--- config.mk ---
export PLATFORM = sky130hd
export DESIGN_NAME = clock_divider_multi
export DESIGN_NICKNAME = d
export VERILOG_FILES = /design/src/rtl/clock_divider_pkg.sv /design/src/rtl/clock_divider_ch.sv /design/src/rtl/clock_divider_multi.sv
export SDC_FILE = /design/constraint.sdc
export NUM_CORES = 1
export LEC_CHECK = 0
export ABC_AREA = 1
export BUFFER_PORTS_ARGS = -buffer_cell sky130_fd_sc_hd__buf_2
export CORE_ASPECT_RATIO = 0.9
export CORE_MARGIN = 3
export CORE_UTILIZATION = 64
export DETAILED_ROUTE_END_ITERATION = 12
export GPL_TIMING_DRIVEN = 0
export PLACE_DENSITY = 0.89
export SYNTH_ARGS = -nofsm -noshare
export SYNTH_HDL_FRONTEND = slang
export SYNTH_SLANG_ARGS = --single-unit
export TNS_END_PERCENT = 10
--- constraint.sdc ---
create_clock -name aclk -period 3.2 [get_ports aclk]
set_input_delay 0.48 -clock aclk [delete_from_list [all_inputs] [get_ports aclk]]
set_output_delay 0.48 -clock aclk [all_outputs]
set_load 0.03 [all_outputs]
--- src/rtl/clock_divider_pkg.sv ---
// ============================================================================
// Module      : clock_divider_pkg
// Description : Shared channel state encoding, clamp helpers and width helper
//               for the multi-channel clock divider.
// Revision    : 1.0 - initial release
// ============================================================================
`default_nettype none

package clock_divider_pkg;

    localparam logic [1:0] c_ST_IDLE  = 2'd0;
    localparam logic [1:0] c_ST_RUN   = 2'd1;
    localparam logic [1:0] c_ST_DRAIN = 2'd2;

    // Address width for a channel index; never narrower than one bit.
    function automatic int clog2_min1(input int value);
        int w;
        w = 0;
        for (int i = 0; i < 31; i++) begin
            if ((1 << i) < value) begin
                w = i + 1;
            end
        end
        return (w < 1) ? 1 : w;
    endfunction

    function automatic logic [31:0] clamp_div(input logic [31:0] n);
        return (n < 32'd2) ? 32'd2 : n;
    endfunction

    // Expects an already-clamped period so that n-1 is at least 1.
    function automatic logic [31:0] clamp_high(input logic [31:0] n, input logic [31:0] h);
        logic [31:0] r;
        if (h == 32'd0) begin
            r = 32'd1;
        end else if (h >= n) begin
            r = n - 32'd1;
        end else begin
            r = h;
        end
        return r;
    endfunction

endpackage

`default_nettype wire

--- src/rtl/clock_divider_ch.sv ---
// ============================================================================
// Module      : clock_divider_ch
// Description : One divider channel: counter, IDLE/RUN/DRAIN state machine,
//               shadow/active period registers and registered outputs.
// Revision    : 1.0 - initial release
// ============================================================================
`default_nettype none

module clock_divider_ch
    import clock_divider_pkg::*;
#(
    parameter int C_DIV_WIDTH    = 16,
    parameter int C_DEFAULT_DIV  = 16,
    parameter int C_DEFAULT_HIGH = 8
) (
    input  logic                   clk,
    input  logic                   rst,
    input  logic                   i_en,
    input  logic                   i_sync,
    input  logic                   i_cfg_we,
    input  logic [C_DIV_WIDTH-1:0] i_cfg_div,
    input  logic [C_DIV_WIDTH-1:0] i_cfg_high,
    output logic                   o_clk,
    output logic                   o_tick,
    output logic                   o_pending
);

    logic [1:0]             r_state;
    logic [C_DIV_WIDTH-1:0] r_cnt;
    logic [C_DIV_WIDTH-1:0] r_act_div;
    logic [C_DIV_WIDTH-1:0] r_act_high;
    logic [C_DIV_WIDTH-1:0] r_shd_div;
    logic [C_DIV_WIDTH-1:0] r_shd_high;
    logic                   r_pending;
    logic                   r_clk;
    logic                   r_tick;

    logic                   w_running;
    logic                   w_wrap;
    logic                   w_apply;
    logic [C_DIV_WIDTH-1:0] w_new_div;
    logic [C_DIV_WIDTH-1:0] w_new_high;
    logic [C_DIV_WIDTH-1:0] w_cnt_next;

    assign w_running  = (r_state != c_ST_IDLE);
    assign w_wrap     = (r_cnt == r_act_div - 1'b1);
    // Shadow moves to active only where a fresh period begins (or when idle).
    assign w_apply    = r_pending && (!w_running || w_wrap || i_sync);
    assign w_new_div  = C_DIV_WIDTH'(clamp_div(32'(r_shd_div)));
    assign w_new_high = C_DIV_WIDTH'(clamp_high(32'(w_new_div), 32'(r_shd_high)));
    assign w_cnt_next = (i_sync || w_wrap) ? '0 : r_cnt + 1'b1;

    always_ff @(posedge clk) begin
        if (rst) begin
            r_state    <= c_ST_IDLE;
            r_cnt      <= '0;
            r_act_div  <= C_DIV_WIDTH'(clamp_div(32'(C_DEFAULT_DIV)));
            r_act_high <= C_DIV_WIDTH'(clamp_high(clamp_div(32'(C_DEFAULT_DIV)), 32'(C_DEFAULT_HIGH)));
            r_shd_div  <= C_DIV_WIDTH'(C_DEFAULT_DIV);
            r_shd_high <= C_DIV_WIDTH'(C_DEFAULT_HIGH);
            r_pending  <= 1'b0;
            r_clk      <= 1'b0;
            r_tick     <= 1'b0;
        end else begin
            if (w_apply) begin
                r_act_div  <= w_new_div;
                r_act_high <= w_new_high;
                r_pending  <= 1'b0;
            end
            if (i_cfg_we) begin
                r_shd_div  <= i_cfg_div;
                r_shd_high <= i_cfg_high;
                r_pending  <= 1'b1;
            end

            case (r_state)
                c_ST_IDLE: begin
                    r_cnt <= '0;
                    if (i_en) begin
                        r_state <= c_ST_RUN;
                        r_clk   <= 1'b1;
                        r_tick  <= 1'b1;
                    end else begin
                        r_clk   <= 1'b0;
                        r_tick  <= 1'b0;
                    end
                end
                c_ST_RUN, c_ST_DRAIN: begin
                    if (!i_en && w_wrap && !i_sync) begin
                        r_state <= c_ST_IDLE;
                        r_cnt   <= '0;
                        r_clk   <= 1'b0;
                        r_tick  <= 1'b0;
                    end else begin
                        r_state <= i_en ? c_ST_RUN : c_ST_DRAIN;
                        r_cnt   <= w_cnt_next;
                        r_clk   <= (w_cnt_next < r_act_high);
                        r_tick  <= (w_cnt_next == '0);
                    end
                end
                default: begin
                    r_state <= c_ST_IDLE;
                    r_cnt   <= '0;
                    r_clk   <= 1'b0;
                    r_tick  <= 1'b0;
                end
            endcase
        end
    end

    assign o_clk     = r_clk;
    assign o_tick    = r_tick;
    assign o_pending = r_pending;

endmodule

`default_nettype wire

--- src/rtl/clock_divider_multi.sv ---
// ============================================================================
// Module      : clock_divider_multi
// Description : Multi-channel programmable clock divider with glitch-free,
//               period-boundary configuration updates and in-phase restart.
// Revision    : 1.0 - initial release
// ============================================================================
`default_nettype none

module clock_divider_multi
    import clock_divider_pkg::*;
#(
    parameter int C_NUM_CH       = 4,
    parameter int C_DIV_WIDTH    = 16,
    parameter int C_DEFAULT_DIV  = 16,
    parameter int C_DEFAULT_HIGH = 8
) (
    input  logic                            aclk,
    input  logic                            areset,
    input  logic [C_NUM_CH-1:0]             ch_en,
    input  logic                            sync_start,
    input  logic                            cfg_valid,
    output logic                            cfg_ready,
    input  logic [clog2_min1(C_NUM_CH)-1:0] cfg_ch,
    input  logic [C_DIV_WIDTH-1:0]          cfg_div,
    input  logic [C_DIV_WIDTH-1:0]          cfg_high,
    output logic [C_NUM_CH-1:0]             out_clk,
    output logic [C_NUM_CH-1:0]             out_tick,
    output logic [C_NUM_CH-1:0]             cfg_pending
);

    localparam int c_CH_W    = clog2_min1(C_NUM_CH);
    localparam int c_CH_SPAN = 1 << c_CH_W;

    logic [C_NUM_CH-1:0]  w_clk;
    logic [C_NUM_CH-1:0]  w_tick;
    logic [C_NUM_CH-1:0]  w_pending;
    logic [c_CH_SPAN-1:0] w_pend_ext;
    logic                 w_accept;

    // Unpopulated channel indices read as not pending, so writes to them drain harmlessly.
    assign w_pend_ext = c_CH_SPAN'(w_pending);
    assign cfg_ready  = ~w_pend_ext[cfg_ch];
    assign w_accept   = cfg_valid & cfg_ready;

    generate
        for (genvar i = 0; i < C_NUM_CH; i++) begin : g_ch
            clock_divider_ch #(
                .C_DIV_WIDTH    (C_DIV_WIDTH),
                .C_DEFAULT_DIV  (C_DEFAULT_DIV),
                .C_DEFAULT_HIGH (C_DEFAULT_HIGH)
            ) u_ch (
                .clk        (aclk),
                .rst        (areset),
                .i_en       (ch_en[i]),
                .i_sync     (sync_start),
                .i_cfg_we   (w_accept && (cfg_ch == c_CH_W'(i))),
                .i_cfg_div  (cfg_div),
                .i_cfg_high (cfg_high),
                .o_clk      (w_clk[i]),
                .o_tick     (w_tick[i]),
                .o_pending  (w_pending[i])
            );
        end
    endgenerate

    assign out_clk     = w_clk;
    assign out_tick    = w_tick;
    assign cfg_pending = w_pending;

endmodule

`default_nettype wire

After elaboration in Yosys (flattened, before gate mapping)
Cells that the tools add are included.
- register bits: 340
- input bits: 42
- output and inout bits: 13
- word-level logic and storage cells: 214
- bitwise operators: 6
- $add $sub $neg: 12
- reductions and logical operators: 66
- equality and inequality tests: 19
- order comparisons: 13
- multiplexer cells: 62
- operators by type and width (cell ; number):
    16-bit 2-to-1 mux ; 16
    16-bit zero test ; 8
    16-bit by 1-bit subtractor with 16-bit output, second input constant ; 8
    16-bit by 1-bit adder with 16-bit output, second input constant ; 4
    16-bit == test ; 4
    16-bit greater-or-equal comparator ; 4
    16-bit < comparator ; 4
    16-bit by 2-bit < comparator with 1-bit output, second input constant ; 4
    2-bit 2-to-1 mux ; 12
    1-bit 2-to-1 mux ; 21
    1-bit logical AND ; 16
    1-bit case mux with 2 select lines ; 8
    2-bit case mux with 2 select lines ; 4
    2-bit nonzero test ; 8
    2-bit == test, second input constant ; 6
    1-bit logical OR ; 12
    3-bit OR reduction ; 4
    2-bit by 1-bit == test with 1-bit output, second input constant ; 5
    2-bit zero test ; 5
    1-bit zero test ; 9
    2-bit inequality test, second input constant ; 4
    2-bit OR reduction ; 4
    1-bit inverter ; 5
    2-bit by 3-bit < comparator with 1-bit output, second input constant ; 1
    other kinds (2) ; 2

Depth between registers and ports, before layout
- word-level depth: 7
- mapped depth: 27
- mapped depth without buffers: 27

Hierarchy
Synthesis repeated with hierarchy kept, for this count alone.
- cells, all modules: 3023
- area total of the unflattened synthesis: 21329.2 µm²
- modules (own cells, without submodules) (module ; sequential area each (µm²) ; area an instance (µm²) ; cells an instance ; instances):
    clock_divider_ch at g_ch[0].u_ch ... ; 1701.6 ; 5303.8 ; 747 ; 3
    clock_divider_ch at g_ch[3].u_ch ; 1701.6 ; 5316.3 ; 761 ; 1
    clock_divider_multi ; 0.0 ; 101.3 ; 21 ; 1

Worst setup path before layout
Ideal clock, no wire load.
- path type: register to register
- start: reg g_ch[1].u_ch.r_act_div[0]
- end: reg g_ch[1].u_ch.r_clk
- path buffers: 1
- setup time: 70 ps
- path slack: 309 ps
- required time: 3130 ps
- cell stages (with the launch flop): 24
- clock period less this slack: 2891 ps
- arrival: 2821 ps
- cells stage by stage: dfxtp_1 > inv_2 > ha_1 > nand3_1 > nor2_4 > xor2_1 > nand2_1 > inv_1 > nand2_1 > nor2_2 > nand2_2 > nand2_4 > inv_4 > buf_2 > nand3_1 > inv_1 > ha_1 > a21oi_1 > nor2_1 > a211oi_1 > o221ai_1 > nor2_1 > nand2_1 > a21oi_1
- word-level cells in the longest chain between the ends: 7
- elaborated cells between the ends (all ways): 9
- those cells by class: add/sub: 1; order compare: 1; eq/ne: 1; mux: 3; reduce/logical: 3
- ends and longest elaborated chain (item ; RTL line ; source):
    start: declaration ; clock_divider_ch.sv:30 ; logic [C_DIV_WIDTH-1:0] r_act_div;
    start signal: assignment ; clock_divider_ch.sv:57 ; r_act_div <= C_DIV_WIDTH'(clamp_div(32'(C_DEFAULT_DIV)));
    start signal: assignment ; clock_divider_ch.sv:66 ; r_act_div <= w_new_div;
    16-bit by 1-bit subtractor with 16-bit output ; clock_divider_ch.sv:46 ; assign w_wrap = (r_cnt == r_act_div - 1'b1);
    16-bit == test ; clock_divider_ch.sv:46 ;
    1-bit logical OR ; clock_divider_ch.sv:51 ; assign w_cnt_next = (i_sync || w_wrap) ? '0 : r_cnt + 1'b1;
    16-bit 2-to-1 mux ; clock_divider_ch.sv:51 ;
    named net g_ch[1].u_ch.w_cnt_next[9] ; clock_divider_ch.sv:43 ; logic [C_DIV_WIDTH-1:0] w_cnt_next;
    16-bit < comparator ; clock_divider_ch.sv:97 ; r_clk <= (w_cnt_next < r_act_high);
    1-bit 2-to-1 mux ; clock_divider_ch.sv:89 ; if (!i_en && w_wrap && !i_sync) begin
    1-bit case mux with 2 select lines ; clock_divider_ch.sv:76 ; case (r_state)
    end signal: assignment ; clock_divider_ch.sv:97 ;
    end: declaration ; clock_divider_ch.sv:35 ; logic r_clk;
The timed path passes the listed nets, and every way through them passes these cells.
A chain may end at the register's enable or synchronous reset.

Final worst setup path
- start: reg g_ch[3].u_ch.r_act_div[0]
- end: reg g_ch[3].u_ch.r_clk
- word-level cells in the longest chain between the ends: 7
- elaborated cells between the ends (all ways): 9
- those cells by class: add/sub: 1; order compare: 1; eq/ne: 1; mux: 3; reduce/logical: 3
- ends and longest elaborated chain (item ; RTL line):
    start: declaration ; clock_divider_ch.sv:30
    start signal: assignment ; clock_divider_ch.sv:57
    start signal: assignment ; clock_divider_ch.sv:66
    16-bit by 1-bit subtractor with 16-bit output ; clock_divider_ch.sv:46
    16-bit == test ; clock_divider_ch.sv:46
    1-bit logical OR ; clock_divider_ch.sv:51
    16-bit 2-to-1 mux ; clock_divider_ch.sv:51
    named net g_ch[3].u_ch.w_cnt_next[8] ; clock_divider_ch.sv:43
    16-bit < comparator ; clock_divider_ch.sv:97
    1-bit 2-to-1 mux ; clock_divider_ch.sv:89
    1-bit case mux with 2 select lines ; clock_divider_ch.sv:76
    end signal: assignment ; clock_divider_ch.sv:97
    end: declaration ; clock_divider_ch.sv:35
The timed path passes the listed nets, and every way through them passes these cells.

==> impl_metrics.py <==
metrics = {
    "detailed_routing": {
        "total_wirelength_mm": 66.1,
        "detailroute.via_count": 21300,
        "drt_drc_violations_left": 0,
        "drt_first_iter_violations": 1979,
        "route.detailed.wl_per_inst_um": 18.7,
        "ant_nets": 0,
        "first_pass_iters": 9,
        "routed_via_density": 6.02,
    },
    "outcome": {
        "status": "complete, but fails checks",
        "violated_checks": "setup timing",
    },
    "worst_setup_path": {
        "setup.worst_path.class": "register to register",
        "critPathSlowestCell": "dfxtp_2",
        "critPathBufInv": 5,
        "critPathCaptureType": "register",
        "worst_setup_path_start_kind": "register",
        "regToRegSetupSlack_ps": -270,
        "crit_top_cell": "nand2_1",
        "crit_arrival_ps": 3960,
        "critical_path.max_fanout": 5,
        "critical-path-max-stage-delay_ps": 350,
        "worst_path_dominant_cell_family": "simple AND/OR/NAND/NOR gates",
        "timing.critical_path.required_ps": 3680,
    },
    "power": {
        "p_switching_mw": 3.29,
        "leakage_power_nw": 10.5,
        "max-vdd-ir-drop_mv": 0.480,
        "p_seq_share_pct": 40.7,
        "total_power_mw": 11.2,
        "power_density_mw_per_mm2": 470,
        "intPower_mw": 7.88,
        "power.switching_fraction_pct": 29.5,
        "combPwrFrac_pct": 17.7,
        "pwr-share-clk_pct": 41.6,
    },
    "sta": {
        "final_max_slew_viol_count": 0,
        "setup-tns-final_ps": -272,
        "setup_violations": 1,
        "worst-slew-pin-transition_ps": 1060,
        "final.period_utilization_pct": 108,
        "grt_setup_unrepaired": "true",
        "finalWorstSetupSlack_ps": -272,
        "hold_violations": 0,
        "finalCriticalPeriod_ps": 3470,
        "achievable-frequency_ghz": 0.288,
        "final.setup_skew_ps": 23.3,
        "timing.slew.headroom_pct": 29.4,
    },
    "global_routing": {
        "grt_first_pass_wirelength_mm": 101,
        "grt_util_all_layers_pct": 36.2,
        "via_count_of_the_first_global_routing_pass": 19900,
        "globalRoute.totalOverflow": 0,
        "antenna_violations_before_repair": 2,
        "largest_net_degree_at_the_start_of_global_routing": 15,
    },
    "layout": {
        "n_fill_cell": 2353,
        "multi_input_comb_area_mm2": 0.0124,
        "seqCellArea_mm2": 0.00682,
        "mostFrequentLayoutCell": "nand2_1",
        "layout-area-overhead-vs-synth_pct": 15.1,
        "drive_above_1_share_pct": 13.5,
        "layout.nets": 3282,
        "post_route_insts_no_fill": 3529,
        "mostFrequentLayoutCells": "nand2_1 (507), inv_1 (383), dfxtp_1 (328)",
        "antenna-diode-count": 0,
    },
    "synth": {
        "synth_flop_cell": "dfxtp_1",
        "postSynthNetCount": 3150,
        "synth_async_sr_flop_share_pct": 0,
        "post_synth_and_or_nand_nor_area_fraction_pct": 26.0,
        "synth_adder_area_share_pct": 8.73,
        "mux_contribution_to_synthesized_area_pct": 0,
        "synth_edf_count": 0,
        "syn-instance-count": 2964,
        "postSynthAreaPerCell_um2": 6.96,
        "ys.warnings.count": 0,
        "synth-seq-area-share_pct": 33.0,
        "post_synth_instance_area_mm2": 0.0206,
        "yosysTopAreaCell": "dfxtp_1",
        "synthXorXnorAreaFrac_pct": 5.14,
        "netlist.area_leader.share_pct": 33.0,
        "ys_types": 52,
        "synth_top_family_by_area": "simple AND/OR/NAND/NOR gates",
        "synth-compound-area-share_pct": 17.2,
        "synth-seq-cells": 340,
        "yosys-top-cells-area": "dfxtp_1 (33%), nand2_1 (9.5%), ha_1 (8.7%)",
    },
    "place": {
        "dp.cells": 3426,
        "placement.io_buffers": 53,
        "weighted_congestion_at_the_end_of_routability_driven_global_placement": 0.974,
        "dp_hpwl_mm": 49.0,
    },
    "die": {
        "placement_rows": 61,
        "pin_count": 55,
        "die_area_mm2": 0.0344,
        "design.core.area_mm2": 0.0313,
        "initial_utilization_pct": 65.9,
        "chipHeight_um": 176,
        "die_width_um": 195,
    },
    "clock_tree": {
        "clockRootBuffer": "clkbuf_16",
        "clk_path_buf_depth": 3,
        "cts_tree": "built",
        "numCtsBuffers": 37,
        "total_number_of_h_tree_levels": 2,
        "cts_sinks": 340,
        "clk_latency_ps": 550,
        "clkTransAtPathRegs_ps": 60,
    },
    "worst_hold_path": {
        "min-delay-path-class": "primary input to register",
    },
    "run": {
        "max_cap_violations": 0,
    },
}
## cell type report
| cell class | instances | area share (%) |
|---|---|---|
| inverters | 411 | 6.62 |
| repair buffers | 94 | 2.44 |
| well taps | 409 | 2.15 |
| clock buffers | 48 | 4.50 |
| clock inverters | 15 | 0.991 |
| multi-input cells | 2105 | 52.3 |
| plain buffers | 107 | 2.21 |
| flip-flops and latches | 340 | 28.7 |
## path summary, 6_finish.rpt
| path | cells past startpoint | to | start |
|---|---|---|---|
| min reg2reg | 2 | g_ch[1].u_ch.r_act_high[8]$_SDFFE_PP0P_ | g_ch[1].u_ch.r_act_high[8]$_SDFFE_PP0P_ |
| max | 25 | g_ch[3].u_ch.o_clk$_SDFF_PP0_ | g_ch[3].u_ch.r_act_div[0]$_SDFFE_PP0P_ |
| min | 2 | g_ch[3].u_ch.r_state[1]$_SDFFE_PP0P_ | ch_en[3] |
| max reg2reg | 25 | g_ch[3].u_ch.o_clk$_SDFF_PP0_ | g_ch[3].u_ch.r_act_div[0]$_SDFFE_PP0P_ |
## kinds of logic after synthesis
group / after synthesis
AO/OA/AOI/OAI: 631
XOR/XNOR: 121
adder cells (fa/ha/maj): 144
buffers and inverters: 519
flip-flops: 340
AND/OR/NAND/NOR: 1209
## Yosys cell counts, drive strengths merged (3+ instances only)
cell type / n
inv: 407
o211ai: 52
ha: 144
xnor2: 38
o21ai: 223
or2: 22
xor2: 83
a41oi: 3
nor3: 52
nor2: 346
nand3b: 23
o22ai: 3
o221ai: 4
nand2: 541
a31oi: 7
nand4: 59
clkinv: 4
buf: 28
nand3: 134
nor4: 27
o32ai: 4
clkbuf: 80
dfxtp: 340
and2: 4
a21oi: 307
a211oi: 20
## power groups by stage
stage | logic, mW | clock network (mW) | registers [mW]
6_report | 1.98 | 4.64 | 4.55
5_1_grt | 2.15 | 4.81 | 4.56
4_1_cts | 1.81 | 4.64 | 4.53
3_5_place_dp | 1.73 | 0 | 4.62
3_3_place_gp | 1.67 | 0 | 4.62
2_1_floorplan | 1.24 | 0 | 4.57
## metrics by stage
step	instance area [um^2]	setup WS, ps	hold WS, ps	util, %
finish	23700	-272	189	75.9
global route	23700	-395	205	75.9
CTS	23200	-155	174	74.1
detailed placement	21400	-724	458	68.4
global placement	21400	-615	448	68.4
floorplan	20600	309	430	-
## flip-flops by register name, summed over array words and instances (netlist names)
register              count
g_ch.u_ch.o_clk           4
g_ch.u_ch.o_pending       4
g_ch.u_ch.o_tick          4
g_ch.u_ch.r_act_div      64
g_ch.u_ch.r_act_high     64
g_ch.u_ch.r_cnt          64
g_ch.u_ch.r_shd_div      64
g_ch.u_ch.r_shd_high     64
g_ch.u_ch.r_state         8
## repair_timing
action / CTS / global route
setup buffers: 25 / 17
setup endpoints to repair: 38 / 85
pin swaps: 37 / 48
gates resized for setup: 75 / 133
hold buffers: 0 / 0
## routing by layer
layer  global-route usage (%)  up-vias  part of all wire, %
met1                     47.4     9793                   40
met2                     56.5     1186                   43
li1                         -    10000                    -
met4                     16.1        2                  4.6
met3                     9.56      226                   13
met5                        0        -                0.027
Power figures use the tool's default switching activity.
